## src/rtl/product_accumulator.sv

```systemverilog
// product_accumulator: sums groups of COUNT 8-bit products and
// presents each group total with a sticky carry flag on valid/ready.
module product_accumulator #(
  parameter int ACC_W = 12,
  parameter int COUNT = 4
) (
  input  logic             clk,
  input  logic             rst_n,
  input  logic             clr,
  input  logic             in_valid,
  output logic             in_ready,
  input  logic [7:0]       p,
  output logic             out_valid,
  input  logic             out_ready,
  output logic [ACC_W-1:0] sum,
  output logic             ovf
);

  typedef enum logic {
    ACCUM,
    DONE
  } state_t;

  state_t           state_q, state_d;
  logic [ACC_W-1:0] acc_q, acc_d;
  logic [ACC_W-1:0] sum_d;
  logic [7:0]       cnt_q, cnt_d;
  logic             ovf_r_q, ovf_r_d;
  logic             ovf_d;
  logic [ACC_W:0]   add;
  logic             take;
  logic             give;
  logic             last;

  // one extra bit catches the single possible carry per accept
  assign add = {1'b0, acc_q}
             + {{(ACC_W-7){1'b0}}, p};

  assign in_ready  = (state_q == ACCUM);
  assign out_valid = (state_q == DONE);
  assign take      = in_valid & in_ready;
  assign give      = out_valid & out_ready;
  assign last      = (cnt_q == 8'(COUNT-1));

  always_comb begin
    state_d = state_q;
    acc_d   = acc_q;
    cnt_d   = cnt_q;
    ovf_r_d = ovf_r_q;
    sum_d   = sum;
    ovf_d   = ovf;
    priority case (1'b1)
      clr: begin
        state_d = ACCUM;
        acc_d   = '0;
        cnt_d   = '0;
        ovf_r_d = 1'b0;
        sum_d   = '0;
        ovf_d   = 1'b0;
      end
      take && last: begin
        sum_d   = add[ACC_W-1:0];
        ovf_d   = ovf_r_q | add[ACC_W];
        acc_d   = '0;
        cnt_d   = '0;
        ovf_r_d = 1'b0;
        state_d = DONE;
      end
      take: begin
        acc_d   = add[ACC_W-1:0];
        cnt_d   = cnt_q + 8'd1;
        ovf_r_d = ovf_r_q | add[ACC_W];
      end
      give: begin
        state_d = ACCUM;
      end
      default: begin
      end
    endcase
  end

  always_ff @(posedge clk or negedge rst_n) begin
    if (!rst_n) begin
      state_q <= ACCUM;
      acc_q   <= '0;
      cnt_q   <= '0;
      ovf_r_q <= 1'b0;
      sum     <= '0;
      ovf     <= 1'b0;
    end else begin
      state_q <= state_d;
      acc_q   <= acc_d;
      cnt_q   <= cnt_d;
      ovf_r_q <= ovf_r_d;
      sum     <= sum_d;
      ovf     <= ovf_d;
    end
  end

endmodule

```

## config.mk

```make
export PLATFORM = sky130hd
export DESIGN_NAME = product_accumulator
export DESIGN_NICKNAME = d
export VERILOG_FILES = /design/src/rtl/product_accumulator.sv
export SDC_FILE = /design/constraint.sdc
export NUM_CORES = 1
export LEC_CHECK = 0
export BUFFER_PORTS_ARGS = -buffer_cell sky130_fd_sc_hd__buf_4
export CAP_MARGIN = 10
export CORE_ASPECT_RATIO = 0.6
export CORE_MARGIN = 8
export CORE_UTILIZATION = 45
export CTS_BUF_LIST = sky130_fd_sc_hd__clkbuf_2
export CTS_CLUSTER_DIAMETER = 100
export CTS_CLUSTER_SIZE = 30
export DETAILED_ROUTE_END_ITERATION = 16
export MAX_ROUTING_LAYER = met4
export PLACE_DENSITY = 0.75
export SKIP_CTS_REPAIR_TIMING = 1
export SYNTH_ARGS = -nofsm -noshare
export SYNTH_HDL_FRONTEND = slang
export SYNTH_SLANG_ARGS = --single-unit
```

## constraint.sdc

```tcl
create_clock -name clk -period 1.85 [get_ports clk]
set_input_delay 0.2775 -clock clk [delete_from_list [all_inputs] [get_ports clk]]
set_output_delay 0.2775 -clock clk [all_outputs]
set_load 0.1 [all_outputs]
```

==> results.yml, run 1 <==
status:
  status: "complete, but fails checks"
  violations: "negative setup slack"
sta:
  worst_slack_ps: -218
  setup_viol: 30
  rsz0062_at_grt: "true"
  fin_crit_sh_pct: 112
  fin_worst_skew_ps: 20.0
  min_period_ps: 2070
  slew_viol_final: 0
  tightest_slew_ps: 651
  slew_headroom_pct: 56.4
  fmax_ghz: 0.484
  hold_viol: 0
yosys:
  syn_area_um2: 1840
  synth-edff-count: 0
  synthFlopType: "dfrtp_1"
  ys_seq_area_share_pct: 47.7
  ys.warnings.count: 0
  synth_cells: 175
  ys_types: 37
  ys_ff_latch: 35
  synth_async_sr_flop_share_pct: 100
  synth_area_per_cell_um2: 10.5
  syn_nets: 198
floorplan:
  start_util_pct: 45.8
  die_y_um: 65.5
  rows: 18
  die-area_um2: 6450
  ios: 28
  core_area_um2: 4010
  die-width_um: 98.5
clock_tree:
  cts.sinks: 35
  path_clk_slew_ps: 200
  cts_buffers: 5
  cts_tree: "yes"
  cts_root_buffer: "clkbuf_2"
  clock_path_buffers: 2
  clk_latency_ps: 400
  h-tree-depth: 2
routing:
  vias: 1715
  drt_iter0_drc: 63
  avgViaCountPerCell: 5.74
  wl_mm: 5.04
  ant_nets: 0
  avgRoutedWirePerCell_um: 16.9
  drc: 0
  drtPass1Iterations: 4
power:
  cellLeakagePower_nw: 1.29
  ir_worst_vdd_v: 0.000383
  pwr_density_cell_nw_per_um2: 678
layout:
  syn_to_final_growth_pct: 42.4
  fin_nets: 271
  n_antenna_cell: 0
  final_area_um2: 2620
  drive_above_1_share_pct: 39.8
  fin_cells: 299
setup_path:
  r2r_end: "sum[11]"
  critPathSlowestCell: "or4b_4"
  path_cells: "ha_2, or4b_4, buf_6, buf_4, nor4_4, or4b_1, nand3_1"
  cpPeakStageDelay_ps: 470
  crit_type: "register to register"
  critPathMaxFanout: 2
  crit_required_ps: 2210
  r2r_slack_ps: -220
  critPathCaptureType: "register"
  rr_startpoint: "cnt_q[0]"
  start_kind: "register"
  reg2regPathDepth: 7
  arrival_ps: 2430
place:
  io_buffers: 27
  place.gp.congestion: 0.789
  placed_cell_area_um2: 2320
  post-place-cells: 276
  dp_hpwl_mm: 3.39
global_route:
  grt_usage_pct: 15.4
  grt_overflow: 0
  grt_pass1_wl_mm: 7.72
  antenna_found_initial: 0
  grt_pass1_vias: 1605
  grt_max_degree: 36
min_path:
  holdPathStages: 2
  hold_class: "input port to register"
  whs_endpoint: "cnt_q[2]"
  min-delay-start: "clr"
job:
  max-cap-violations: 0
cell usage in the layout, fill, tap and decap left out, types with 2 or more instances in the layout:
master    Yosys  layout
ha_1          9       3
o21ai_1       0       9
o211ai_1      4       4
o21ai_0      15       6
buf_6         0       4
nor2b_1       2       2
mux2i_1       2       2
nor2_1        4       3
nand4_1       3       3
a22o_1       19      19
and3_1        3       3
nand3_1       4       4
xor2_1        3       3
a21oi_1       7       7
inv_1         5       4
clkbuf_2      0       6
dfrtp_1      35      34
nand2_1      18      18
nor3_1        3       2
a31oi_1       4       3
xnor2_1       5       4
ha_4          0       5
or3_1         3       3
a32oi_1       2       2
a21o_1        4       4
buf_4         0      67
a211oi_2      0       2
power by group:
part	switching, W	leakage (nW)	internal (W)
Clock	0.000275	0.0304	0.0000928
Combinational	0.000281	0.778	0.000277
Sequential	0.0000418	0.480	0.000805
final cells by class:
cell class,count,area (um^2)
Clock inverter,2,8.76
Multi-Input combinational cell,129,1060
Sequential cell,35,877
Clock buffer,6,30.0
Timing Repair Buffer,72,558
Fill cell,330,1390
Tap cell,50,62.6
Inverter,5,22.5
Yosys cell counts, types with 2 or more instances:
cell / instances / area share [%]
a32oi_1: 2 / 0.95
clkbuf_1: 4 / 0.82
a21oi_1: 7 / 1.9
a211oi_1: 2 / 0.82
a22o_1: 19 / 9.1
nand2_1: 18 / 3.7
ha_1: 9 / 6.1
o21ai_0: 15 / 4.1
a31oi_1: 4 / 1.4
inv_1: 5 / 1.0
mux2i_1: 2 / 1.1
nor3_1: 3 / 0.82
xor2_1: 3 / 1.4
buf_2: 2 / 0.54
nor2b_1: 2 / 0.68
and3_1: 3 / 1.0
nand4_1: 3 / 1.0
or3_1: 3 / 1.0
nor2_1: 4 / 0.82
dfrtp_1: 35 / 48
nand3_1: 4 / 1.1
a21o_1: 4 / 1.6
xnor2_1: 5 / 2.4
o211ai_1: 4 / 1.6
per-stage QoR:
step           util (%)  hold slack [ps]  TNS (ps)  power (W)  setup WS [ps]
6_report           65.2              108     -3330    0.00177           -218
5_1_grt            65.2             85.7     -5600    0.00188           -273
4_1_cts            58.8             -195     -6840    0.00166           -401
3_5_place_dp       57.8              260     -5730    0.00130           -367
3_3_place_gp       57.8              258     -3840    0.00129           -238
2_1_floorplan         -            -18.1      -508    0.00113          -66.2
cell families (layout without fill, tap and decap cells):
family	count (synthesis)	count (layout)	synth area share, %
adder cells (fa/ha/maj)	10	10	7.22
AND/OR/NAND/NOR	46	46	13.8
buffers and inverters	11	85	2.38
flip-flops	35	35	47.7
XOR/XNOR	8	8	3.81
multiplexers	2	2	1.09
AO/OA/AOI/OAI	63	63	24.0
layer usage:
metal	share of wire [%]	global-route usage (%)	routed length [um]	up-vias
li1	-	-	-	806
met2	45	21.8	2260	50
met3	6.5	4.21	326	3
met4	0.54	4.93	27	0
met1	48	20.8	2430	856
met5	0	-	0	-
worst max-delay path, delay by kind of cell (launching register included):
family                   cells  cell delay, ps
adder cells (fa/ha/maj)      1             180
AND/OR/NAND/NOR              4            1190
buffers and inverters        2             260
flip-flops                   1             400
worst max-delay path by stage:
| stage | start | endpoint | slack [ps] | depth (start not counted) |
|---|---|---|---|---|
| finish | cnt_q[0] | sum[11] | -220 | 7 |
| global route | cnt_q[1] | ovf | -270 | 8 |
| CTS | cnt_q[0] | cnt_q[7] | -400 | 6 |
| detailed placement | cnt_q[0] | cnt_q[7] | -370 | 6 |
| global placement | cnt_q[0] | acc_q[8] | -240 | 6 |
| floorplan | cnt_q[0] | sum[11] | -70 | 7 |
state kept, by name (all words and copies together), names as in the netlist:
register   count
ovf            1
acc_q         12
out_valid      1
sum           12
cnt_q          8
ovf_r_q        1
Power figures use the tool's default switching activity.
==> run 2: changes to the inputs <==
Settings changed: TNS_END_PERCENT set to 5.
==> run 2 against run 1 <==
The run still ends with negative setup slack left. Maximum frequency is 0.13% higher. Register-to-register slack about the same. Clock-buffer cell count is 1 lower. Clock skew rose by 5.8 ps. Final cell count down 3.0%. Final area fell by 5.6%. Flip-flop and latch count unchanged. Sequential share of layout area increased by 2.1 points. Die area unchanged. Worst hold slack better by 9.7 ps. First-iteration DRC count rose by 6.3%.
==> results.yml, run 2 (synthesis results as in run 1) <==
status:
  status: "complete, but fails checks"
  violations: "negative setup slack"
routing:
  wl_mm: 4.77
  drt_iter0_drc: 67
  ant_nets: 0
  drtPass1Iterations: 4
  avgViaCountPerCell: 5.65
  drc: 0
  vias: 1639
  avgRoutedWirePerCell_um: 16.5
setup_path:
  cpPeakStageDelay_ps: 470
  arrival_ps: 2360
  critPathSlowestCell: "or4b_4"
  r2r_slack_ps: -220
  reg2regPathDepth: 7
  crit_required_ps: 2150
  crit_type: "register to register"
  start_kind: "register"
  critPathCaptureType: "register"
  path_cells: "ha_2, or4b_4, buf_6, o211ai_1, nand2_1, buf_6, a22o_1"
  critPathMaxFanout: 6
  cp.buffers_inverters: 2
  rr_startpoint: "cnt_q[0]"
  r2r_end: "sum[1]"
  crit_top_cell: "buf_6"
  crit_family: "simple AND/OR/NAND/NOR gates"
power:
  p_sw_share_pct: 31.2
  pwr-share-clk_pct: 27.6
  p_seq_share_pct: 46.3
  p_switching_w: 0.000568
  ir_worst_vdd_v: 0.000628
  p_int_w: 0.00125
  pwr_density_cell_nw_per_um2: 737
  cellLeakagePower_nw: 1.24
  combPwrFrac_pct: 26.1
global_route:
  grt_pass1_wl_mm: 7.87
  grt_pass1_vias: 1637
  grt_overflow: 0
  grt_usage_pct: 15.9
  grt_max_degree: 36
  antenna_found_initial: 0
sta:
  rsz0062_at_grt: "true"
  slew_headroom_pct: 52.3
  setup_viol: 23
  tightest_slew_ps: 714
  slew_viol_final: 0
  fin_worst_skew_ps: 25.9
  worst_slack_ps: -215
  hold_slack_ps: 118
  fmax_ghz: 0.484
  min_period_ps: 2070
  hold_viol: 0
  fin_crit_sh_pct: 112
  tns_ps: -4260
clock_tree:
  cts_tree: "yes"
  path_clk_slew_ps: 210
  clock_path_buffers: 2
  clk_latency_ps: 410
  cts_root_buffer: "clkbuf_2"
  cts.sinks: 35
  cts_buffers: 5
  h-tree-depth: 2
min_path:
  holdPathStages: 2
  whs_endpoint: "cnt_q[2]"
  hold_class: "input port to register"
  min-delay-start: "clr"
layout:
  final_cell_mix: "buf_4 (58), dfrtp_1 (33), a22o_1 (19)"
  regArea_um2: 878
  syn_to_final_growth_pct: 34.3
  nFillCells: 336
  n_antenna_cell: 0
  fin_nets: 262
  drive_above_1_share_pct: 34.2
  final_common_cell: "buf_4"
  top_regs: "acc_q (12), sum (12), cnt_q (8)"
  multi_input_area_um2: 950
place:
  place_ws_ps: -326
  place.gp.congestion: 0.834
  io_buffers: 27
  dp_hpwl_mm: 3.39
floorplan:
  ios: 28
  rows: 18
  die-width_um: 98.5
  core_area_um2: 4010
  start_util_pct: 45.8
  die_y_um: 65.5
  die-area_um2: 6450
job:
  max-cap-violations: 0
==> run 2: area by class of cell <==
cell class | instances | share of cell area, %
well taps | 50 | 2.54
clock inverters | 3 | 1.57
inverters | 5 | 0.913
clock buffers | 5 | 1.01
multi-input cells | 129 | 38.5
flip-flops and latches | 35 | 35.6
repair buffers | 63 | 19.9
==> run 2: worst max path at each step <==
stage                     startpoint         to  slack, ps  cells past startpoint
final                       cnt_q[0]     sum[1]       -220                      7
after floorplan             acc_q[2]    sum[11]       -100                      6
after global routing        acc_q[0]    ovf_r_q       -350                      7
after global placement          p[0]    ovf_r_q       -270                      8
after detailed placement        p[0]  acc_q[10]       -330                      8
after CTS                   acc_q[0]  acc_q[10]       -340                      7
==> run 2: power groups by stage <==
stage          Combinational, W  Clock (W)  Sequential (W)
4_1_cts                0.000450   0.000509        0.000842
6_report               0.000475   0.000501        0.000842
3_5_place_dp           0.000447          0        0.000854
2_1_floorplan          0.000257          0        0.000863
5_1_grt                0.000529   0.000535        0.000850
3_3_place_gp           0.000437          0        0.000853
==> run 2: metal layers <==
metal  vias up  global-route usage (%)  wire [um]
li1        795                       -          -
met1       783                    21.1       2340
met2        54                    21.7       2010
met3         7                    5.06        355
met4         0                    6.64         61
met5         -                       -          0
==> run 2: through the flow <==
stage	cell area, um^2	cells	utilization, %	power (W)
final	2470	290	61.5	0.00182
after global routing	2470	290	61.5	0.00191
after CTS	2390	286	59.5	0.00180
after detailed placement	2320	278	57.9	0.00130
after global placement	2320	278	57.9	0.00129
after floorplan	1840	175	-	0.00112
==> run 2: worst reg2reg max path: cells and delay by family, from the launching register on <==
family          cells  cell delay [ps]
flops               1              410
simple gates        2              620
buf+inv             2              300
compound gates      2              450
fa+ha+maj           1              180
==> run 3: changes to the inputs <==
Settings changed: ABC_AREA set to 1, PLACE_DENSITY 0.75 to 0.74.
==> run 3 against run 2 <==
Maximum frequency rose by 17%. Largest cell class unchanged. Critical endpoint is now acc_q[10]. Critical path type unchanged. Highest routed layer unchanged. First-iteration DRC count rose by 120%. Synthesized cell count rose by 52%. Clock-buffer cell count rose by 1. Routed wire length rose by 8.6%. Setup slack improved by 300 ps. Final cell count rose by 27%. Utilization fell by 6.5 points. Register-to-register slack improved by 300 ps. Flip-flop and latch count did not move. The flow now finishes without violations.
==> results.yml, run 3 <==
setup_path:
  cpPeakStageDelay_ps: 430
  arrival_ps: 2060
  critPathCaptureType: "register"
  start_kind: "register"
  crit_required_ps: 2140
  critPathMaxFanout: 3
  reg2regPathDepth: 10
  crit_top_cell: "nand2_1"
  cp.buffers_inverters: 0
  crit_type: "register to register"
  r2r_end: "acc_q[10]"
  crit_family: "simple AND/OR/NAND/NOR gates"
  path_cells: "ha_2, fa_2, nand3_1, nand3_2, nand2_2, nand2_1, nand2_1, nand2_1, nand3_1, o21ai_0"
  critPathSlowestCell: "dfrtp_1"
  rr_startpoint: "acc_q[0]"
  r2r_slack_ps: 80
clock_tree:
  path_clk_slew_ps: 190
  clk_latency_ps: 390
  h-tree-depth: 2
  cts_tree: "yes"
  cts_root_buffer: "clkbuf_2"
  cts.sinks: 35
  cts_buffers: 5
  clock_path_buffers: 2
status:
  status: "finished clean"
sta:
  hold_viol: 0
  hold_slack_ps: 119
  fmax_ghz: 0.565
  fin_crit_sh_pct: 95.6
  tightest_slew_ps: 458
  setup_viol: 0
  min_period_ps: 1770
  slew_headroom_pct: 69.5
  fin_worst_skew_ps: 28.8
  slew_viol_final: 0
global_route:
  grt_usage_pct: 15.9
  grt_pass1_wl_mm: 8.21
  grt_max_degree: 36
  grt_pass1_vias: 1664
  antenna_found_initial: 0
  grt_overflow: 0
yosys:
  synth-edff-count: 0
  yosys-top-cells-count: "nand2_1 (89), inv_1 (37), dfrtp_1 (35)"
  synth_area_per_cell_um2: 7.70
  synthMostInstantiatedCell: "nand2_1"
  ys.warnings.count: 0
  ys_types: 30
  syn_area_um2: 2050
  ys_seq_area_share_pct: 42.8
  synth_async_sr_flop_share_pct: 100
  synth.top_cell.area_share_pct: 42.8
  yosysTopAreaCell: "dfrtp_1"
  synthFlopType: "dfrtp_1"
  ys_ff_latch: 35
  yosys-top-cells-area: "dfrtp_1 (43%), nand2_1 (16%), inv_1 (6.8%)"
  syn_nets: 289
  synth_cells: 266
layout:
  syn_to_final_growth_pct: 20.0
  fin_util_pct: 55.0
  nFillCells: 459
  fin_nets: 328
  final_common_cell: "nand2_1"
  top_regs: "acc_q (12), sum (12), cnt_q (8)"
  fin_cells: 369
  drive_above_1_share_pct: 19.6
  n_antenna_cell: 0
  final_cell_mix: "nand2_1 (87), inv_1 (36), dfrtp_1 (34)"
power:
  p_total_w: 0.00159
  pwr_density_cell_nw_per_um2: 647
  pwr-share-clk_pct: 22.7
  combPwrFrac_pct: 25.3
  p_switching_w: 0.000548
  ir_worst_vdd_v: 0.000295
  p_sw_share_pct: 34.4
  p_int_w: 0.00104
  cellLeakagePower_nw: 1.30
  p_seq_share_pct: 52.0
min_path:
  min-delay-start: "clr"
  hold_class: "input port to register"
  holdPathStages: 2
  whs_endpoint: "out_valid"
floorplan:
  die-width_um: 103
  start_util_pct: 45.8
  ios: 28
  die-area_um2: 7040
  rows: 19
  die_y_um: 68.3
  core_area_um2: 4470
routing:
  drt_iter0_drc: 147
  vias: 1881
  drc: 0
  avgViaCountPerCell: 5.10
  wl_mm: 5.19
  avgRoutedWirePerCell_um: 14.1
  drtPass1Iterations: 5
  ant_nets: 0
place:
  io_buffers: 27
  place.gp.congestion: 0.856
  post-place-cells: 359
  dp_hpwl_mm: 3.79
job:
  max-cap-violations: 0
run 3: area by class of cell:
cell class | count | area (um^2) | area share [%]
Clock inverter | 2 | 8.76 | 0.356
Tap cell | 63 | 78.8 | 3.21
Inverter | 40 | 156 | 6.36
Multi-Input combinational cell | 188 | 1040 | 42.3
Timing Repair Buffer | 35 | 268 | 10.9
Clock buffer | 6 | 30.0 | 1.22
Sequential cell | 35 | 877 | 35.7
run 3: power groups by stage:
stage,Sequential [W],Clock [W],Combinational (W)
detailed placement,0.000836,0,0.000375
global placement,0.000835,0,0.000363
finish,0.000827,0.000362,0.000402
CTS,0.000822,0.000373,0.000376
global route,0.000831,0.000402,0.000447
floorplan,0.000847,0,0.000239
run 3: cell families after synthesis:
kind of cell | after synthesis | share of synthesized area, %
xor+xnor | 7 | 2.99
flops | 35 | 42.8
compound gates | 28 | 7.51
fa+ha+maj | 10 | 6.48
simple gates | 143 | 31.8
buf+inv | 43 | 8.43
run 3: how the worst max path moves through the flow:
| stage | from | end | slack (ps) | cells past startpoint |
|---|---|---|---|---|
| finish | acc_q[0] | acc_q[10] | 80 | 10 |
| global route | acc_q[0] | acc_q[10] | -40 | 10 |
| global placement | p[0] | acc_q[10] | 60 | 11 |
| detailed placement | p[0] | acc_q[10] | 20 | 11 |
| floorplan | out_valid | out_valid | 60 | 2 |
| CTS | acc_q[0] | acc_q[10] | -3 | 10 |
run 3: stage by stage:
stage                     worst slack (ps)  instance area [um^2]  TNS, ps
final                                 81.6                  2460        0
after global routing                 -42.9                  2460    -74.5
after global placement                62.9                  2360        0
after detailed placement              15.8                  2360        0
after floorplan                       59.9                  2050        0
after CTS                            -3.03                  2400    -3.03
run 3: per-layer routing:
metal	share of wire, %	GRT usage (%)
met2	40	21.2
met4	0.91	4.29
met5	0	-
met3	7.7	4.57
met1	51	22.5
